[src/rtl/idex_stage.sv]
// ----------------------------------------------------------------------------
// idex_stage -- ID/EX pipeline register with load-use hazard detection.
//
// Captures the decoded ID-stage instruction, its operands and control bits
// into the ID/EX register. It also owns the stall/flush/hold sequencing for
// the front end of the pipe.
//
// Ports
//   Clk, Rst_n              : clock (rising edge), async active-low reset
//   IFID_Instruction        : raw instruction sitting in IF/ID
//   IFID_PCPlus4            : PC+4 of that instruction
//   ID_ReadData1/2          : register file read data
//   ID_SignExtImm           : sign-extended immediate
//   ID_RegWrite .. ID_ALUOp : decoded control bits
//   Flush                   : squash the ID instruction (taken branch/jump)
//   Hold                    : freeze the whole stage (downstream busy)
//   IDEX_*                  : registered ID/EX contents
//   PCWrite, IFIDWrite      : 1 = PC / IF-ID may advance this cycle
//   StallCount              : saturating count of load-use bubbles
// ----------------------------------------------------------------------------
module idex_stage (
    input  logic        Clk,
    input  logic        Rst_n,
    input  logic [31:0] IFID_Instruction,
    input  logic [31:0] IFID_PCPlus4,
    input  logic [31:0] ID_ReadData1,
    input  logic [31:0] ID_ReadData2,
    input  logic [31:0] ID_SignExtImm,
    input  logic        ID_RegWrite,
    input  logic        ID_MemRead,
    input  logic        ID_MemWrite,
    input  logic        ID_MemToReg,
    input  logic        ID_ALUSrc,
    input  logic        ID_RegDst,
    input  logic [3:0]  ID_ALUOp,
    input  logic        Flush,
    input  logic        Hold,
    output logic [31:0] IDEX_Instruction,
    output logic [31:0] IDEX_PCPlus4,
    output logic [31:0] IDEX_ReadData1,
    output logic [31:0] IDEX_ReadData2,
    output logic [31:0] IDEX_SignExtImm,
    output logic [4:0]  IDEX_RegisterRs,
    output logic [4:0]  IDEX_RegisterRt,
    output logic [4:0]  IDEX_RegisterDst,
    output logic        IDEX_RegWrite,
    output logic        IDEX_MemRead,
    output logic        IDEX_MemWrite,
    output logic        IDEX_MemToReg,
    output logic        IDEX_ALUSrc,
    output logic [3:0]  IDEX_ALUOp,
    output logic        PCWrite,
    output logic        IFIDWrite,
    output logic [15:0] StallCount
);

    typedef enum logic [1:0] {
        RUN        = 2'd0,
        HELD       = 2'd1,
        HELD_FLUSH = 2'd2   // frozen, with a flush owed on release
    } state_t;

    typedef struct packed {
        logic [31:0] instr;
        logic [31:0] pc_plus4;
        logic [31:0] read_data1;
        logic [31:0] read_data2;
        logic [31:0] sign_ext_imm;
        logic [4:0]  rs;
        logic [4:0]  rt;
        logic [4:0]  dst;
        logic        reg_write;
        logic        mem_read;
        logic        mem_write;
        logic        mem_to_reg;
        logic        alu_src;
        logic [3:0]  alu_op;
    } idex_t;

    localparam logic [5:0] OP_RTYPE = 6'b000000;
    localparam logic [5:0] OP_SW    = 6'b101011;
    localparam logic [5:0] OP_SB    = 6'b101000;
    localparam logic [5:0] OP_SH    = 6'b101001;
    localparam logic [5:0] OP_BEQ   = 6'b000100;
    localparam logic [5:0] OP_BNE   = 6'b000101;
    localparam logic [5:0] OP_JAL   = 6'b000011;

    state_t      state_q, state_d;
    idex_t       idex_q, idex_d, id_entry;
    logic [15:0] stall_count_q, stall_count_d;

    logic [5:0]  opcode;
    logic [4:0]  rs, rt, rd, dst;
    logic        rt_is_src;
    logic        load_use;

    assign opcode = IFID_Instruction[31:26];
    assign rs     = IFID_Instruction[25:21];
    assign rt     = IFID_Instruction[20:16];
    assign rd     = IFID_Instruction[15:11];

    // rt is only read by R-type, stores and the two compare-branches; for
    // everything else it names a destination and cannot create a hazard.
    always_comb begin
        case (opcode)
            OP_RTYPE, OP_SW, OP_SB, OP_SH, OP_BEQ, OP_BNE: rt_is_src = 1'b1;
            default:                                        rt_is_src = 1'b0;
        endcase
    end

    assign load_use = idex_q.mem_read && (idex_q.rt != 5'd0) &&
                      ((idex_q.rt == rs) || (rt_is_src && (idex_q.rt == rt)));

    always_comb begin
        if (opcode == OP_JAL) begin
            dst = 5'd31;
        end else if (ID_RegDst) begin
            dst = rd;
        end else begin
            dst = rt;
        end
    end

    // Entry for a normally advancing instruction. A write to $zero is
    // dropped here so the forwarding unit never sees $zero as a producer.
    always_comb begin
        id_entry              = '0;
        id_entry.instr        = IFID_Instruction;
        id_entry.pc_plus4     = IFID_PCPlus4;
        id_entry.read_data1   = ID_ReadData1;
        id_entry.read_data2   = ID_ReadData2;
        id_entry.sign_ext_imm = ID_SignExtImm;
        id_entry.rs           = rs;
        id_entry.rt           = rt;
        id_entry.dst          = dst;
        id_entry.reg_write    = ID_RegWrite && (dst != 5'd0);
        id_entry.mem_read     = ID_MemRead;
        id_entry.mem_write    = ID_MemWrite;
        id_entry.mem_to_reg   = ID_MemToReg;
        id_entry.alu_src      = ID_ALUSrc;
        id_entry.alu_op       = ID_ALUOp;
    end

    // Next-state and upstream-enable logic.
    always_comb begin
        // NOTE: every signal gets a default before any branch; a path that
        // leaves one unassigned would infer a latch.
        state_d       = state_q;
        idex_d        = idex_q;
        stall_count_d = stall_count_q;
        PCWrite       = 1'b0;
        IFIDWrite     = 1'b0;

        if (Hold) begin
            // Frozen: a flush seen at any point during the hold is remembered.
            if (Flush || (state_q == HELD_FLUSH)) begin
                state_d = HELD_FLUSH;
            end else begin
                state_d = HELD;
            end
        end else begin
            state_d   = RUN;
            PCWrite   = 1'b1;
            IFIDWrite = 1'b1;
            if (Flush || (state_q == HELD_FLUSH)) begin
                idex_d = '0;
            end else if (load_use) begin
                // Single bubble; the IF/ID instruction re-presents next cycle.
                idex_d    = '0;
                PCWrite   = 1'b0;
                IFIDWrite = 1'b0;
                if (stall_count_q != 16'hFFFF) begin
                    stall_count_d = stall_count_q + 16'd1;
                end
            end else begin
                idex_d = id_entry;
            end
        end
    end

    always_ff @(posedge Clk or negedge Rst_n) begin
        if (!Rst_n) begin
            state_q       <= RUN;
            idex_q        <= '0;
            stall_count_q <= '0;
        end else begin
            // NOTE: state registers use non-blocking assignments so every
            // flop samples the pre-edge values regardless of block ordering.
            state_q       <= state_d;
            idex_q        <= idex_d;
            stall_count_q <= stall_count_d;
        end
    end

    assign IDEX_Instruction = idex_q.instr;
    assign IDEX_PCPlus4     = idex_q.pc_plus4;
    assign IDEX_ReadData1   = idex_q.read_data1;
    assign IDEX_ReadData2   = idex_q.read_data2;
    assign IDEX_SignExtImm  = idex_q.sign_ext_imm;
    assign IDEX_RegisterRs  = idex_q.rs;
    assign IDEX_RegisterRt  = idex_q.rt;
    assign IDEX_RegisterDst = idex_q.dst;
    assign IDEX_RegWrite    = idex_q.reg_write;
    assign IDEX_MemRead     = idex_q.mem_read;
    assign IDEX_MemWrite    = idex_q.mem_write;
    assign IDEX_MemToReg    = idex_q.mem_to_reg;
    assign IDEX_ALUSrc      = idex_q.alu_src;
    assign IDEX_ALUOp       = idex_q.alu_op;
    assign StallCount       = stall_count_q;

endmodule

[config.mk]
export PLATFORM = sky130hd
export DESIGN_NAME = idex_stage
export DESIGN_NICKNAME = d
export VERILOG_FILES = /design/src/rtl/idex_stage.sv
export SDC_FILE = /design/constraint.sdc
export NUM_CORES = 1
export LEC_CHECK = 0
export CORE_AREA = 2 2 144 146
export CTS_BUF_LIST = sky130_fd_sc_hd__clkbuf_16
export DETAILED_ROUTE_END_ITERATION = 12
export DIE_AREA = 0 0 146 148
export DONT_BUFFER_PORTS = 1
export PLACE_DENSITY = 0.5
export SLEW_MARGIN = 20
export SYNTH_ARGS = -nofsm -noshare
export SYNTH_HDL_FRONTEND = slang
export SYNTH_SLANG_ARGS = --single-unit
[constraint.sdc]
create_clock -name Clk -period 2.5 [get_ports Clk]
set_clock_uncertainty 0.1 [all_clocks]
set_input_delay 0.625 -clock Clk [delete_from_list [all_inputs] [get_ports Clk]]
set_output_delay 0.625 -clock Clk [all_outputs]
set_load 0.01 [all_outputs]
==> results of run 1 <==
==> worst register-to-register path, cell delays in order, from the launching register on <==
cell and delay (ps):
sky130_fd_sc_hd__dfrtp_1 390, sky130_fd_sc_hd__buf_4 190, sky130_fd_sc_hd__xor2_1 170, sky130_fd_sc_hd__or4_4 430, sky130_fd_sc_hd__nor4_4 200, sky130_fd_sc_hd__or2_4 200, sky130_fd_sc_hd__buf_4 110, sky130_fd_sc_hd__buf_4 100
sky130_fd_sc_hd__nor2_4 50, sky130_fd_sc_hd__buf_12 130, sky130_fd_sc_hd__buf_16 150, sky130_fd_sc_hd__buf_12 140, sky130_fd_sc_hd__buf_12 130, sky130_fd_sc_hd__a22o_1 190
==> layout make-up <==
type / count / share of cell area
Sequential cell: 192 / 0.537
Multi-Input combinational cell: 269 / 0.248
Timing Repair Buffer: 57 / 0.109
Clock buffer: 17 / 0.0476
Tap cell: 270 / 0.0378
Clock inverter: 15 / 0.0203
Inverter: 3 / 0.00126
==> metal layers <==
metal | vias up | GRT usage | share of wire
li1 | 2008 | - | -
met4 | 0 | 0.0791 | 0.022
met3 | 31 | 0.0756 | 0.10
met5 | - | 0 | 0
met1 | 2349 | 0.234 | 0.38
met2 | 286 | 0.317 | 0.50
==> through the flow <==
step                area, µm²  power (mW)
finish                   8950        7.00
global route             8950        7.28
CTS                      8840        7.05
detailed placement       7530        4.07
global placement         7530        4.06
floorplan                7370        4.00
==> worst paths after layout <==
kind	end	slack, ps	from	cells after the start
max reg2reg	IDEX_MemRead$_DFFE_PN0N_	-260	IDEX_Instruction[17]$_DFFE_PN0N_	13
max	IFIDWrite	-400	IDEX_Instruction[17]$_DFFE_PN0N_	7
min in group Clk	IDEX_PCPlus4[23]$_DFFE_PN0N_	220	IFID_PCPlus4[23]	1
max in group asynchronous	IDEX_SignExtImm[24]$_DFFE_PN0N_	2190	Rst_n	0
min	IDEX_PCPlus4[0]$_DFFE_PN0N_	-220	Rst_n	0
min reg2reg	StallCount[13]$_DFFE_PN0P_	450	StallCount[13]$_DFFE_PN0P_	1
==> state kept, by name, summed over array words and instances (netlist names), 2 cells and up <==
register / flops
IDEX_ReadData1: 32
state_q: 2
IDEX_ReadData2: 32
IDEX_ALUOp: 4
IDEX_SignExtImm: 32
IDEX_PCPlus4: 32
StallCount: 16
IDEX_RegisterDst: 5
IDEX_Instruction: 32
==> synth_stat cells (2+ instances only) <==
library cell	count	area (µm²)
sky130_fd_sc_hd__mux2_2	2	22.5
sky130_fd_sc_hd__buf_4	11	82.6
sky130_fd_sc_hd__inv_1	3	11.3
sky130_fd_sc_hd__and3_1	3	18.8
sky130_fd_sc_hd__a21oi_1	3	15.0
sky130_fd_sc_hd__clkbuf_1	21	78.8
sky130_fd_sc_hd__nand4_1	2	12.5
sky130_fd_sc_hd__xor2_1	18	158
sky130_fd_sc_hd__nor4_1	2	12.5
sky130_fd_sc_hd__nand3_1	6	30.0
sky130_fd_sc_hd__a22o_1	172	1510
sky130_fd_sc_hd__buf_6	19	214
sky130_fd_sc_hd__or4_1	2	15.0
sky130_fd_sc_hd__nor2_1	10	37.5
sky130_fd_sc_hd__nor2b_1	5	31.3
sky130_fd_sc_hd__a211o_1	6	52.6
sky130_fd_sc_hd__nand2_1	9	33.8
sky130_fd_sc_hd__nor3_1	7	35.0
sky130_fd_sc_hd__dfrtp_1	192	4800
sky130_fd_sc_hd__xnor2_1	7	61.3
==> logic make-up after synthesis <==
| family | count (synthesis) |
|---|---|
| flops | 192 |
| simple gates | 54 |
| buf+inv | 55 |
| compound gates | 187 |
| fa+ha+maj | 1 |
| mux | 2 |
| xor+xnor | 25 |
==> what timing repair did <==
action / in CTS / in global routing
gates resized for setup: 43 / 0
setup endpoints to repair: 169 / 175
pin swaps: 11 / 2
buffers inserted: 15 / 3
gates cloned: 14 / 3
hold endpoints to repair: 192 / 192
==> power by group <==
| group | total, mW | switching, mW | internal, mW | leakage [nW] |
|---|---|---|---|---|
| clock | 2.80 | 1.36 | 1.45 | 0.294 |
| combinational | 0.570 | 0.213 | 0.357 | 1.43 |
| sequential | 3.63 | 0.305 | 3.33 | 2.54 |
==> summary.md, run 1 <==
| Metric | Value |
|---|---|
| Outcome | complete, but fails checks |
| Violated checks | hold timing, setup timing |
| Cells after DPL | 756 |
| Number of failing hold endpoints at the final stage | 192 |
| Clock buffer count from CTS | 17 |
| Worst hold path type | in2async |
| Final setup vio count | 168 |
| Measured slew at the worst slew-check pin | 564 ps |
| Area fraction in and, or, nand and nor cells after synthesis | 0.0402 |
| Number of standard cells in the final layout excluding fillers | 823 |
| Final core area utilization | 0.446 |
| Number of synthesized register bits | 192 |
| Area of combinational cells with multiple inputs | 0.00221 mm² |
| Leakage power of the design | 4.27 nW |
| Leading cell type in the layout, fill and taps excluded | sky130_fd_sc_hd__dfrtp_1 |
| I/O pin count | 376 |
| Arr. time, crit path | 2170 ps |
| Crit path cell chain | buf_4 > xor2_1 > or4_4 > nor4_4 > or2_4 > a21oi_4 > buf_6 |
| Synthesized instance count | 516 |
| Xor and xnor fraction of the mapped netlist area | 0.0297 |
| Buffer depth of the longest clock path | 2 |
| Syn avg cell area | 14.3 µm² |
| Fmax | 345 MHz |
| Number of pins with negative max-slew slack in the final report | 0 |
| Commonest register cell after synthesis | sky130_fd_sc_hd__dfrtp_1 |
| CP endpoint kind | output pin |
| Number of standard-cell rows in the floorplan | 52 |
| Reg area | 0.00480 mm² |
| Sum of negative setup slack | -23410 ps |
| Routed vias | 4674 |
| Post-synthesis net count | 691 |
| Number of nets in the final layout | 715 |
| Fill count | 1800 |
| Leading cell types in the layout, fill and taps excluded | 192 x sky130_fd_sc_hd__dfrtp_1, 172 x sky130_fd_sc_hd__a22o_1, 20 x sky130_fd_sc_hd__clkbuf_16 |
| Standard cell core area | 0.0200 mm² |
| Initial detailed-routing violation count | 212 |
| CP max stage cell | sky130_fd_sc_hd__or4_4 |
| Startpoint Class | register |
| Period utilisation layout | 1.16 |
| Worst-case setup margin in the final layout | -396 ps |
| Buf/Inv on CP | 2 |
| Clock-pin slew of the registers on the worst-case setup and hold paths | 80 ps |
| Total Wirelength | 21700 µm |
| Synth Area in Compound Gates | 0.220 |
| Top Family by Delay on Critical Path | simple AND/OR/NAND/NOR gates |
| Number of enable flip-flop cells after synthesis | 0 |
| Wire length of the first global-routing pass | 32000 µm |
| Pwr Density | 783 mW/mm² |
| Grt ovf | 0 |
| Largest stage delay on the critical path | 430 ps |
| Final Hold Slack | -215 ps |
| Remaining design rule violation count | 0 |
| HPWL Detailed | 13500 µm |
| Yosys synthesis warning count | 0 |
| Critical path class | reg2out |
| Clock Tree Root | sky130_fd_sc_hd__clkbuf_16 |
| Vias/cell | 5.68 |
| Die Y | 148 µm |
| Number of buffers inserted by port buffering | 0 |
| Sink Count | 192 |
| Number of antenna violations at the first check in global routing | 0 |
| Antenna viol nets, final | 0 |
| Placer's final routability congestion estimate | 0.785 |
| Width of the chip | 146 µm |
| Multiplexer area fraction after synthesis | 0.00306 |
| Mapped cell area | 0.00737 mm² |
| Critical Path Fanout Max | 5 |
| Post-synthesis adder-cell area fraction | 0.00170 |
| Maximum vdd ir drop | 416 µV |
| RSZ-0062 raised after global routing | true |
| Area of the die | 0.0216 mm² |
| Main combinational cell family by area after synthesis | compound AO/OA/AOI/OAI gates |
| Sequential share of the synthesized area | 0.652 |
| Max-capacitance violation count | 0 |
| Post-synth cell types | 36 |
| Via count of the first global-routing pass | 4984 |
| Async set or reset register ratio after synthesis | 1.00 |
| Required time of the worst setup path | 1770 ps |
| Clock H-tree levels | 4 |
| Detailed-route wire length per cell | 26.3 µm |
| Post-layout minimum cycle time | 2900 ps |
| Layout cell share with drive strength beyond 1 | 0.179 |
| Antenna cells | 0 |
| GRT Resource Usage Total | 0.195 |
| Largest net degree at the start of global routing | 193 |
| Syn-to-layout area delta | 21.4% |
| Worst slack after detailed placement | -171 ps |
| TritonCTS clock tree | yes |
| Slew HR | 0.619 |
| Insertion delay to the later sink of the worst-skew pair | 430 ps |
| Length of the first detailed-routing pass in iterations | 4 |
| Starting utilization of the core area | 0.368 |
Power figures use the tool's default switching activity.
==> run 2, diff against run 1 <==
- ABC_AREA: not set -> 1
- CORE_AREA: 2 2 144 146 -> 2 2 145 147
- DIE_AREA: 0 0 146 148 -> 0 0 147 149
- PLACE_DENSITY: 0.5 -> 0.54
==> run 2 against run 1 <==
Against the previous run: the flow finishes with violations (hold timing); register-to-register slack gained 560 ps; non-clock buffer count shrank 33; sequential power is essentially flat; design area grew 2.4%; largest cell class unchanged.
==> summary.md, run 2 <==
| Metric | Value |
|---|---|
| Die Y | 149 µm (+0.68%) |
| Grt ovf | 0 (unchanged) |
| Post-synth cell types | 29 (-19%) |
| Register-to-Register Setup Slack | 300 ps (+560 ps) |
| Combinational share of power | 0.061 (-0.020) |
| Reg area | 0.00481 mm² (+0.10%) |
| Maximum vdd ir drop | 408 µV (-2.0%) |
| Number of antenna violations at the first check in global routing | 0 (unchanged) |
| Pwr Density | 741 mW/mm² (-5.4%) |
| Critical R2R Launch | StallCount[0]$_DFFE_PN0P_ |
| Sink Count | 192 (unchanged) |
| Buffer depth of the longest clock path | 2 (unchanged) |
| Critical Path Fanout Max | 6 (+1) |
| Number of enable flip-flop cells after synthesis | 0 (unchanged) |
| Post-layout minimum cycle time | 2440 ps (-453 ps) |
| CP max stage cell | sky130_fd_sc_hd__dfrtp_2 |
| Most used cell along the critical path | sky130_fd_sc_hd__nand2_4 |
| Initial detailed-routing violation count | 370 (+75%) |
| Buf/Inv on CP | 1 (-1) |
| Leading cell type in the layout, fill and taps excluded | sky130_fd_sc_hd__nand2_1 |
| Syn avg cell area | 8.54 µm² (-40%) |
| Reg2Reg Capture Point | StallCount[9]$_DFFE_PN0P_ |
| Required time of the worst setup path | 1770 ps (about the same) |
| Final Hold Slack | -215 ps (+0.743 ps) |
| Antenna viol nets, final | 0 (unchanged) |
| Leakage power of the design | 4.92 nW (+15%) |
| Number of failing hold endpoints at the final stage | 192 (unchanged) |
| Measured slew at the worst slew-check pin | 465 ps (-99.2 ps) |
| Worst r2r path cells | 7 (-6) |
| Standard cell core area | 0.0206 mm² (+2.6%) |
| Net switching fraction of the power | 0.274 (+0.00693) |
| Number of buffers inserted by port buffering | 0 (unchanged) |
| Proportion of power drawn by the clock network | 0.406 (+0.006) |
| Max-capacitance violation count | 0 (unchanged) |
| Violated checks | hold timing |
| Remaining design rule violation count | 0 (unchanged) |
| Wire length of the first global-routing pass | 34900 µm (+9.2%) |
| Area of the die | 0.0219 mm² (+1.4%) |
| Number of pins with negative max-slew slack in the final report | 0 (unchanged) |
| Number of standard-cell rows in the floorplan | 53 (+1.9%) |
| Fill count | 2068 (+15%) |
| HPWL Detailed | 15500 µm (+14%) |
| Fmax | 409 MHz (+19%) |
| Area share of the largest cell type after synthesis | 0.576 (-0.0757) |
| Routed vias | 6203 (+33%) |
| Number of nets in the final layout | 1129 (+58%) |
| Biggest area contributors in the synthesized netlist | sky130_fd_sc_hd__dfrtp_1 58%, sky130_fd_sc_hd__nand2_1 21%, sky130_fd_sc_hd__nand3_1 7.4% |
| Vias/cell | 4.99 (-12%) |
| Total Wirelength | 22700 µm (+4.9%) |
| Sequential share of the synthesized area | 0.576 (-0.0757) |
| Async set or reset register ratio after synthesis | 1.00 (unchanged) |
| Antenna cells | 0 (unchanged) |
| Period utilisation layout | 0.978 (-0.181) |
| I/O pin count | 376 (unchanged) |
| TritonCTS clock tree | yes |
| Synthesized instance count | 976 (+89%) |
| Part of the total power dissipated in sequential elements | 0.533 (+0.015) |
| Clock-pin slew of the registers on the worst-case setup and hold paths | 80 ps (about the same) |
| Clock buffer count from CTS | 17 (unchanged) |
| Worst-case setup margin in the final layout | 56.2 ps (+453 ps) |
| Leading cell types in the layout, fill and taps excluded | 467 x sky130_fd_sc_hd__nand2_1, 188 x sky130_fd_sc_hd__dfrtp_1, 122 x sky130_fd_sc_hd__nand3_1 |
| RSZ-0062 raised after global routing | true |
| Slew HR | 0.689 (+0.0706) |
| Clock H-tree levels | 4 (unchanged) |
| Number of synthesized register bits | 192 (unchanged) |
| Insertion delay to the later sink of the worst-skew pair | 430 ps (about the same) |
| Leading cell types by count after synthesis | 469 x sky130_fd_sc_hd__nand2_1, 192 x sky130_fd_sc_hd__dfrtp_1, 123 x sky130_fd_sc_hd__nand3_1 |
| Starting utilization of the core area | 0.406 (+0.0378) |
| GRT Resource Usage Total | 0.202 (+0.00703) |
| Via count of the first global-routing pass | 6083 (+22%) |
| Crit path cell chain | xor2_1 > nor2_1 > nand3_2 > nand2_4 > nand2_4 > o21ai_2 > inv_2 |
| Placer's final routability congestion estimate | 0.829 (+5.6%) |
| Detailed-route wire length per cell | 18.3 µm (-30%) |
| Most area-hungry cell type in the Yosys netlist | sky130_fd_sc_hd__dfrtp_1 |
| Mapped cell area | 0.00834 mm² (+13%) |
| Arr. time, crit path | 1720 ps (-450 ps) |
| Startpoint Class | register |
| Final setup vio count | 0 (-100%) |
| Net Switching | 1.86 mW (-0.52%) |
| Top Family by Delay on Critical Path | flip-flops |
| Largest stage delay on the critical path | 450 ps (+20 ps) |
| Width of the chip | 147 µm (+0.68%) |
| Worst slack after detailed placement | 85.3 ps (+256 ps) |
| Worst hold path type | in2async |
| Layout cell share with drive strength beyond 1 | 0.0869 (-0.0922) |
| Length of the first detailed-routing pass in iterations | 5 (+1) |
| Outcome | complete, but fails checks |
| Yosys synthesis warning count | 0 (unchanged) |
| Cell with the most instances after synthesis | sky130_fd_sc_hd__nand2_1 |
| Syn-to-layout area delta | 9.92% |
| Area of combinational cells with multiple inputs | 0.00302 mm² (+36%) |
| Commonest register cell after synthesis | sky130_fd_sc_hd__dfrtp_1 |
| Int Power | 4.93 mW (-4.0%) |
| Pwr Total | 6.79 mW (-3.0%) |
| Critical path class | reg2out |
| CP endpoint kind | output pin |
| Largest net degree at the start of global routing | 193 (unchanged) |
| Clock Tree Root | sky130_fd_sc_hd__clkbuf_16 |
| Post-synthesis net count | 1151 (+67%) |
[run 2: changes by cell type after synthesis, moves of 6 or more]
cell | previous run | this run
sky130_fd_sc_hd__nand2_1 | 9 | 469
sky130_fd_sc_hd__o21ai_0 | 0 | 12
sky130_fd_sc_hd__buf_2 | 1 | 12
sky130_fd_sc_hd__nor2_1 | 10 | 20
sky130_fd_sc_hd__inv_1 | 3 | 30
sky130_fd_sc_hd__nand3_1 | 6 | 123
sky130_fd_sc_hd__a211o_1 | 6 | 0
sky130_fd_sc_hd__a22o_1 | 172 | 0
sky130_fd_sc_hd__xor2_1 | 18 | 10
sky130_fd_sc_hd__nand4_1 | 2 | 20
[run 2: final cells by class]
class	count	share of cell area
Clock buffer	17	0.0464
Sequential cell	192	0.525
Timing Repair Buffer	24	0.0278
Clock inverter	15	0.0191
Tap cell	275	0.0375
Inverter	35	0.0149
Multi-Input combinational cell	684	0.329
[run 2: worst reg2reg max path, stage by stage, from the launching register on]
cell and delay [ps]:
sky130_fd_sc_hd__dfrtp_1 510, sky130_fd_sc_hd__ha_1 280, sky130_fd_sc_hd__nand2_1 120, sky130_fd_sc_hd__nor3_4 290, sky130_fd_sc_hd__nand4_4 320, sky130_fd_sc_hd__nand4_4 350, sky130_fd_sc_hd__nand2_1 90, sky130_fd_sc_hd__nand2_1 70
[run 2: timing repair]
item                                    CTS  global route
cloned                                    0             0
endpoints found under the setup margin    2             2
pin swaps                                 4             7
gates resized for setup                   7             7
hold endpoints to repair                192           192
setup buffers                             2             5
[run 2: per-stage QoR]
stage / util / setup TNS, ps / area (µm²) / instances
final: 0.446 / 0 / 9170 / 1242
after global routing: 0.446 / -173 / 9170 / 1242
after CTS: 0.443 / 0 / 9110 / 1237
after detailed placement: 0.412 / 0 / 8480 / 1203
after global placement: 0.412 / 0 / 8480 / 1203
after floorplan: - / 0 / 8340 / 976
[run 2: power groups by stage]
stage               Sequential, mW  Clock, mW  Combinational, mW
finish                        3.62       2.76              0.413
global route                  3.65       2.97              0.479
CTS                           3.63       2.83              0.404
detailed placement            3.68          0              0.400
global placement              3.68          0              0.388
floorplan                     3.61          0              0.362
[run 2: worst max-delay path by stage]
stage	cells past startpoint	to	start	slack [ps]
2_1_floorplan	12	PCWrite	IFID_Instruction[19]	70
4_1_cts	7	PCWrite	IDEX_Instruction[19]$_DFFE_PN0N_	8
6_report	7	IFIDWrite	IDEX_Instruction[19]$_DFFE_PN0N_	60
3_3_place_gp	13	IDEX_ReadData1[3]$_DFFE_PN0N_	IFID_Instruction[28]	140
3_5_place_dp	10	PCWrite	IFID_Instruction[28]	90
5_1_grt	10	PCWrite	IDEX_Instruction[18]$_DFFE_PN0N_	-90
[run 2: kinds of logic after synthesis]
family,share of synthesized area
xor+xnor,0.0179
compound gates,0.0137
fa+ha+maj,0.00150
flops,0.576
simple gates,0.326
buf+inv,0.0651
[run 2: routing by layer]
layer / up-vias / GRT usage / part of all wire / routed length (µm)
met2: 234 / 0.332 / 0.48 / 11000
met3: 21 / 0.0774 / 0.088 / 2000
li1: 3022 / - / - / -
met5: - / 0 / 0 / 0
met1: 2926 / 0.251 / 0.41 / 9340
met4: 0 / 0.0587 / 0.016 / 369
==> run 3, diff against run 2 <==
- PLACE_DENSITY: 0.54 -> 0.62
==> run 3 against run 2 <==
Against the previous run: the run still ends with hold timing left; non-clock buffer count down 7; hold slack better by 8.1 ps; die area unchanged; critical path depth unchanged; routed wire length down 3.2%; combinational power down 6.1%; global-route usage down 0.57 points; sequential power about the same; count of clock-buffer cells in the layout unchanged; clock power down 5%; first-iteration DRC count up 18%; design area down 1.6%; highest routed layer unchanged.
==> summary.md, run 3 (synthesis gave the netlist of run 2 again) <==
| Metric | Value |
|---|---|
| Max-capacitance violation count | 0 (unchanged) |
| Standard cell core area | 0.0206 mm² (unchanged) |
| Clock Tree Root | sky130_fd_sc_hd__clkbuf_16 |
| Number of antenna violations at the first check in global routing | 0 (unchanged) |
| CP max stage cell | sky130_fd_sc_hd__dfrtp_2 |
| Critical Path Fanout Max | 6 (unchanged) |
| Starting utilization of the core area | 0.406 (unchanged) |
| Crit path cell chain | xor2_1 > nor2_1 > nand3_2 > nand2_2 > nand2_4 > o21ai_4 > inv_2 |
| Arr. time, crit path | 1690 ps (-30 ps) |
| Number of failing hold endpoints at the final stage | 192 (unchanged) |
| Initial detailed-routing violation count | 435 (+18%) |
| Vias/cell | 5.06 (+1.4%) |
| Fill count | 2070 (+0.097%) |
| Largest stage delay on the critical path | 460 ps (about the same) |
| Antenna viol nets, final | 0 (unchanged) |
| Area of the die | 0.0219 mm² (unchanged) |
| Leading cell type in the layout, fill and taps excluded | sky130_fd_sc_hd__nand2_1 |
| HPWL Detailed | 15000 µm (-2.8%) |
| Width of the chip | 147 µm (unchanged) |
| Worst-case setup margin in the final layout | 80.0 ps (+23.8 ps) |
| Number of buffers inserted by port buffering | 0 (unchanged) |
| Slew HR | 0.648 (-0.0411) |
| Required time of the worst setup path | 1770 ps (about the same) |
| Detailed-route wire length per cell | 17.8 µm (-2.5%) |
| Remaining design rule violation count | 0 (unchanged) |
| Final core area utilization | 0.439 (-0.00730) |
| Reg area | 0.00481 mm² (unchanged) |
| Maximum vdd ir drop | 408 µV (about the same) |
| Final setup vio count | 0 (unchanged) |
| Sink Count | 192 (unchanged) |
| Cells after DPL | 1200 (-0.25%) |
| Startpoint Class | register |
| Measured slew at the worst slew-check pin | 528 ps (+62.7 ps) |
| Wire length of the first global-routing pass | 34000 µm (-2.6%) |
| RSZ-0062 raised after global routing | true |
| Outcome | complete, but fails checks |
| Antenna cells | 0 (unchanged) |
| Critical path class | reg2out |
| Largest net degree at the start of global routing | 193 (unchanged) |
| Worst slack after detailed placement | 64.2 ps (-21.1 ps) |
| Period utilisation layout | 0.968 (-0.00951) |
| GRT Resource Usage Total | 0.196 (-0.00573) |
| Area of combinational cells with multiple inputs | 0.00302 mm² (about the same) |
| Insertion delay to the later sink of the worst-skew pair | 420 ps (about the same) |
| Routed vias | 6243 (+0.64%) |
| Violated checks | hold timing |
| Total Wirelength | 22000 µm (-3.2%) |
| Worst hold path type | in2async |
| I/O pin count | 376 (unchanged) |
| Crit path launch | IDEX_Instruction[18]$_DFFE_PN0N_ |
| Clock buffer count from CTS | 17 (unchanged) |
| Buffer depth of the longest clock path | 2 (unchanged) |
| Fmax | 413 MHz (+0.98%) |
| Post-layout minimum cycle time | 2420 ps (-23.8 ps) |
| Number of nets in the final layout | 1122 (-0.62%) |
| Length of the first detailed-routing pass in iterations | 5 (unchanged) |
| Number of standard cells in the final layout excluding fillers | 1233 (-0.72%) |
| Layout cell share with drive strength beyond 1 | 0.0772 (-0.00962) |
| Placer's final routability congestion estimate | 0.832 (+0.36%) |
| Number of standard-cell rows in the floorplan | 53 (unchanged) |
| Leading cell types in the layout, fill and taps excluded | 466 x sky130_fd_sc_hd__nand2_1, 188 x sky130_fd_sc_hd__dfrtp_1, 122 x sky130_fd_sc_hd__nand3_1 |
| Clock H-tree levels | 4 (unchanged) |
| Clock-pin slew of the registers on the worst-case setup and hold paths | 70 ps (about the same) |
| Via count of the first global-routing pass | 6084 (+0.016%) |
| Number of pins with negative max-slew slack in the final report | 0 (unchanged) |
| Die Y | 149 µm (unchanged) |
| Syn-to-layout area delta | 8.12% |
| Grt ovf | 0 (unchanged) |
| TritonCTS clock tree | yes |
| Critical R2R Launch | IDEX_Instruction[18]$_DFFE_PN0N_ |
| Pwr Density | 736 mW/mm² (-0.69%) |
| CP endpoint kind | output pin |
| Leakage power of the design | 4.84 nW (-1.7%) |
| Final Hold Slack | -207 ps (+8.10 ps) |
==> run 3: cell types whose count changed in the layout (fill, tap and decap cells not counted), moves of 3 or more <==
cell,delta
sky130_fd_sc_hd__buf_4,-3
sky130_fd_sc_hd__buf_12,-4
sky130_fd_sc_hd__clkinv_8,-4
sky130_fd_sc_hd__inv_6,-4
sky130_fd_sc_hd__clkinvlp_4,+3
sky130_fd_sc_hd__inv_8,+3
==> run 3: where the power goes <==
| part | internal [mW] | total (mW) | switching [mW] |
|---|---|---|---|
| clock network | 1.39 | 2.63 | 1.24 |
| registers | 3.33 | 3.62 | 0.294 |
| logic | 0.152 | 0.388 | 0.235 |
| total | 4.87 | 6.63 | 1.77 |
==> run 3: routing by layer <==
metal,vias up,track usage,wire (µm),share of wire
met3,25,0.0743,1920,0.087
met1,2948,0.238,8880,0.40
met5,-,0,0,0
met2,259,0.327,10800,0.49
met4,0,0.0611,437,0.020
li1,3011,-,-,-
==> run 3: path summary, 6_finish.rpt <==
check	to	slack [ps]	depth (start not counted)
max in group asynchronous	IDEX_ReadData1[22]$_DFFE_PN0N_	2040	0
worst min register to register	state_q[1]$_DFF_PN0_	440	2
worst max-delay path	IFIDWrite	80	7
worst min-delay path	IDEX_ReadData1[12]$_DFFE_PN0N_	-210	0
min in group Clk	IDEX_PCPlus4[23]$_DFFE_PN0N_	210	2
worst max register to register	IDEX_PCPlus4[27]$_DFFE_PN0N_	250	10
==> run 3: worst max-delay path, delay by kind of cell, from the launching register on <==
| family | cells | cell delay, ps |
|---|---|---|
| simple gates | 4 | 410 |
| compound gates | 1 | 150 |
| flops | 1 | 460 |
| buf+inv | 1 | 90 |
| xor+xnor | 1 | 170 |
==> run 3: area by class of cell <==
class	count	area share
Clock buffer	17	0.0472
Clock inverter	13	0.0144
Inverter	35	0.0151
Multi-Input combinational cell	684	0.335
Sequential cell	192	0.534
Tap cell	275	0.0382
Timing Repair Buffer	17	0.0169
==> run 3: repair_timing <==
| item | 4_1_cts | 5_1_grt |
|---|---|---|
| buffers inserted | 3 | 0 |
| endpoints found under the hold margin | 192 | 192 |
| resized for setup | 6 | 8 |
| endpoints found under the setup margin | 2 | 2 |
| cloned | 0 | 0 |
| pin swaps | 2 | 0 |
==> run 3: metrics by stage <==
stage               hold WS (ps)  setup TNS [ps]  power, mW  area [µm²]
CTS                         -233               0       6.73        9000
finish                      -207               0       6.63        9010
floorplan                    229               0       3.97        8340
global placement             233               0       4.05        8410
detailed placement           232               0       4.06        8410
global route                -243            -107       6.96        9010
